`src/rtl/pixel_unpack_stream.sv`:
```
// pixel_unpack_stream: unpacks 32-bit words of 8-bit pixels into a one-pixel-per-cycle,
// raster-ordered stream with row/column position and frame markers.
module pixel_unpack_stream #(
  parameter int IMG_W = 227,
  parameter int IMG_H = 227,
  parameter int LSB_FIRST = 1
) (
  input  logic        clk,
  input  logic        rst,
  input  logic        frame_restart,
  input  logic [31:0] in_word,
  input  logic        in_valid,
  output logic        in_ready,
  output logic [7:0]  out_pixel,
  output logic        out_valid,
  input  logic        out_ready,
  output logic [11:0] out_col,
  output logic [11:0] out_row,
  output logic        out_sof,
  output logic        out_eol,
  output logic        out_eof,
  output logic [15:0] frame_cnt
);
  logic [31:0] word_q;
  logic        full;
  logic [1:0]  byte_idx;
  logic [1:0]  sel;
  logic [11:0] col;
  logic [11:0] row;
  logic        at_eol;
  logic        at_eof;
  logic        last_in_word;
  logic        in_fire;
  logic        out_fire;
  assign at_eol       = col == 12'(IMG_W - 1);
  assign at_eof       = at_eol && row == 12'(IMG_H - 1);
  assign sel          = (LSB_FIRST != 0) ? byte_idx : ~byte_idx;
  assign out_pixel    = word_q[{sel, 3'b000} +: 8];
  assign out_valid    = full;
  assign out_col      = col;
  assign out_row      = row;
  assign out_sof      = full && col == 12'd0 && row == 12'd0;
  assign out_eol      = full && at_eol;
  assign out_eof      = full && at_eof;
  // the eof pixel retires its word early so the next frame starts on a fresh word
  assign last_in_word = byte_idx == 2'd3 || out_eof;
  assign in_ready     = !full || (out_ready && last_in_word);
  assign in_fire      = in_valid && in_ready;
  assign out_fire     = out_valid && out_ready;
  always_ff @(posedge clk) begin
    if (rst || frame_restart) begin
      full     <= 1'b0;
      byte_idx <= 2'd0;
      col      <= 12'd0;
      row      <= 12'd0;
      if (rst) frame_cnt <= 16'd0;
    end else if (out_fire) begin
      if (last_in_word) begin
        byte_idx <= 2'd0;
        full     <= in_fire;
        if (in_fire) word_q <= in_word;
      end else begin
        byte_idx <= byte_idx + 2'd1;
      end
      if (at_eof) begin
        col       <= 12'd0;
        row       <= 12'd0;
        frame_cnt <= frame_cnt + 16'd1;
      end else if (at_eol) begin
        col <= 12'd0;
        row <= row + 12'd1;
      end else begin
        col <= col + 12'd1;
      end
    end else if (in_fire) begin
      word_q   <= in_word;
      full     <= 1'b1;
      byte_idx <= 2'd0;
    end
  end
endmodule

```
`config.mk`:
```
export PLATFORM = sky130hd
export DESIGN_NAME = pixel_unpack_stream
export DESIGN_NICKNAME = d
export VERILOG_FILES = /design/src/rtl/pixel_unpack_stream.sv
export SDC_FILE = /design/constraint.sdc
export NUM_CORES = 1
export LEC_CHECK = 0
export ABC_AREA = 1
export CORE_ASPECT_RATIO = 1.75
export CORE_MARGIN = 2
export CORE_UTILIZATION = 40
export DETAILED_ROUTE_END_ITERATION = 10
export PLACE_DENSITY = 0.71
export SLEW_MARGIN = 40
export SYNTH_ARGS = -nofsm -noshare
export SYNTH_HDL_FRONTEND = slang
export SYNTH_SLANG_ARGS = --single-unit
```
`constraint.sdc`:
```
create_clock -name clk -period 5.2 [get_ports clk]
set_input_delay 1.3 -clock clk [delete_from_list [all_inputs] [get_ports clk]]
set_output_delay 1.3 -clock clk [all_outputs]
set_load 0.05 [all_outputs]
```
==> impl_metrics.csv <==
group,metric,value,unit
cells_and_area,synthToLayoutAreaGrowth,36.4,%
detailed_routing,wl_met1,3280,um
floorplanning,start_util,41.0,%
cts,clock_sinks,75,
worst_setup_path,worstSetupStartpointType,"input pin",
hold_path,hold_path.class,"flip-flop to flip-flop",
worst_setup_path,max_stage_delay,800,ps
cts,post_cts_resized,0,
synthesis,ys_seq_area_share,53.5,%
synthesis,synth_compound_area_share,9.94,%
synthesis,synth_area_per_cell,8.61,sq um
grt,track_usage,19.0,%
sta,skew,6.11,ps
detailed_routing,met3WireLength,549,um
pwr,p_int,1.12,mW
grt,grt_pass1_wl,15200,um
floorplanning,core,0.00904,sq mm
synthesis,syn_area,0.00370,sq mm
flow_run,cap_viol_max_count,0,
cts,postCtsSetupBuffers,0,
detailed_routing,via_count,3326,
detailed_routing,routed_via_density,5.12,
pwr,power.share.switching,22.0,%
grt,grt_pass1_vias,3361,
synthesis,synth-xor-area-share,0.946,%
synthesis,synthCells,430,
pwr,p_clk_share,45.6,%
cells_and_area,drive_above_1_share,6.99,%
pwr,power_leakage,1.80,nW
grt,overflow,0,
sta,fmax,240,MHz
floorplanning,die_area,0.0101,sq mm
detailed_routing,wl_met2,5210,um
sta,rsz0062_at_grt,"no",
floorplanning,io_pins,90,
worst_setup_path,cp_data_arrival_time,2860,ps
cells_and_area,final_util,55.9,%
synthesis,ys_types,35,
cts,numCtsBuffers,9,
cts,clk_pin_slew,60,ps
detailed_routing,drc,0,
cells_and_area,diodes,0,
synthesis,async_flop_share,0,%
worst_setup_path,required,3900,ps
synthesis,ys_warn_count,0,
synthesis,ys.flop_type,"edfxtp_1",
grt,antenna_found_initial,0,
synthesis,synth_nets,475,
cts,cts_tree,"done",
cells_and_area,mostFrequentLayoutCell,"clkdlybuf4s50_1",
detailed_routing,wl_per_cell,14.2,um
pwr,totalPowerFinal,1.43,mW
worst_setup_path,cp-end-kind,"output pin",
detailed_routing,top_layer,"met4",
pwr,p_seq_share,46.2,%
cts,ctsHoldBuffers,0,
floorplanning,floorplan.die.height,131,um
synthesis,synthAdderAreaFrac,2.70,%
worst_setup_path,critPathMaxFanout,2,
cells_and_area,final_cell_mix,"89 x clkdlybuf4s50_1, 82 x nand2_1, 61 x nor2_1",
synthesis,synth-edff-count,48,
cts,cts_buffer_depth,2,
pwr,p_per_area,284,mW/mm^2
synthesis,muxShareOfSynthArea,0,%
status,outcome,"finished, final reports clean",
sta,tightest_slew,578,ps
detailed_routing,firstDrtPassIters,4,
sta,hold_viol_final,0,
cts,clk_latency,330,ps
detailed_routing,drtIter0Drc,272,
pwr,combPwrFrac,8.2,%
worst_setup_path,path_buf_inv,2,
synthesis,ys_ff_latch,75,
synthesis,synth_top_family_by_area,"simple AND/OR/NAND/NOR gates",
synthesis,synth-simple-area-share,26.8,%
worst_setup_path,cp_cell_sequence,"clkdlybuf4s50_1 -> nand2_1 -> nand2_1 -> clkdlybuf4s50_1",
pwr,peakVddDrop,0.000227,V
floorplanning,num_rows,46,
floorplanning,fp.dieW,76.7,um
grt,grt_max_degree,27,
detailed_routing,routed_wirelength,9220,um
detailed_routing,ant_nets,0,
sta,maxSlewViolCount,0,
cts,htreeDepth,3,
sta,max_slew_margin,61.4,%
placement,gp_congestion,0.935,
sta,finalCritPeriodShare,80.1,%
worst_setup_path,slowest_stage,"clkdlybuf4s50_1",
pwr,power.switching,0.316,mW
worst_setup_path,worstSetupPathType,"input pin to output pin",
cells_and_area,nets,569,
worst_setup_path,crit_family,"buffers and inverters",
placement,io_buffers,89,
cts,cts_root_buffer,"clkbuf_16",
placement,place_hpwl,7010,um
sta,setup_tns,0,ps
sta,layout_min_cycle_time,4160,ps
sta,setup_viol,0,
## worst paths after layout
path,start,end,slack (ps),depth (start not counted)
worst max-delay path,out_ready,in_ready,1040,4
worst min-delay path,out_col[10],out_col[10],510,2
worst max register to register,out_col[1],word_q[19],2660,10
worst min register to register,out_col[10],out_col[10],510,2
## synth_stat cells, types with 3 or more instances
library cell | instances | area [sq um]
o21ai_0 | 24 | 120
o22ai_1 | 8 | 50.1
clkbuf_1 | 6 | 22.5
nand2_2 | 3 | 18.8
dfxtp_1 | 27 | 541
inv_1 | 44 | 165
nor3_1 | 10 | 50.1
nand3_1 | 27 | 135
nand2_1 | 82 | 308
nor2_1 | 61 | 229
a21oi_1 | 32 | 160
nand4_1 | 15 | 93.8
ha_1 | 8 | 100
edfxtp_1 | 48 | 1440
nor3_2 | 3 | 30.0
nor4_1 | 3 | 18.8
xor2_1 | 3 | 26.3
## sequential cells by signal, summed over array words and instances, names as in the netlist
signal	count
byte_idx	2
frame_cnt	16
out_col	12
out_row	12
out_valid	1
word_q	32
## through the flow
step                instances  hold slack (ps)  setup slack, ps  area (sq um)
floorplan                 430              624             1370          3700
global placement          633              496             1120          4730
detailed placement        633              500             1080          4730
CTS                       649              508             1070          5040
global route              649              542              964          5050
finish                    649              506             1040          5050
## power by group through the flow
stage | logic, mW | registers [mW] | clock network, mW
final | 0.118 | 0.661 | 0.654
after CTS | 0.118 | 0.661 | 0.668
after detailed placement | 0.117 | 0.674 | 0
after global routing | 0.125 | 0.663 | 0.700
after floorplan | 0.0370 | 0.696 | 0
after global placement | 0.115 | 0.673 | 0
## routing by layer
metal  vias to the layer above  track usage [%]
li1                       1654                -
met1                      1549             18.0
met2                       108             36.8
met3                        15             4.53
met4                         0             8.99
met5                         -                0
## tightest hold or removal path, stage by stage (launching register included)
cell	delay, ps
dfxtp_1	340
nand2_1	70
a21oi_1	50
## cells by family (layout without fill, tap and decap cells)
group | count (synthesis) | in the layout
buffers and inverters | 57 | 156
AOI/OAI and AO/OA | 69 | 69
and+or+nand+nor | 217 | 217
xor gates and xnor gates | 4 | 4
DFF | 75 | 75
adders and majority gates | 8 | 8
## final cells by class
type	count	area (sq um)
Fill cell	856	3990
Timing Repair Buffer	92	913
Clock inverter	7	92.6
Clock buffer	9	225
Tap cell	120	150
Multi-Input combinational cell	298	1510
Sequential cell	75	1980
Inverter	48	180
No activity file was read; power rests on OpenSTA's default activity.
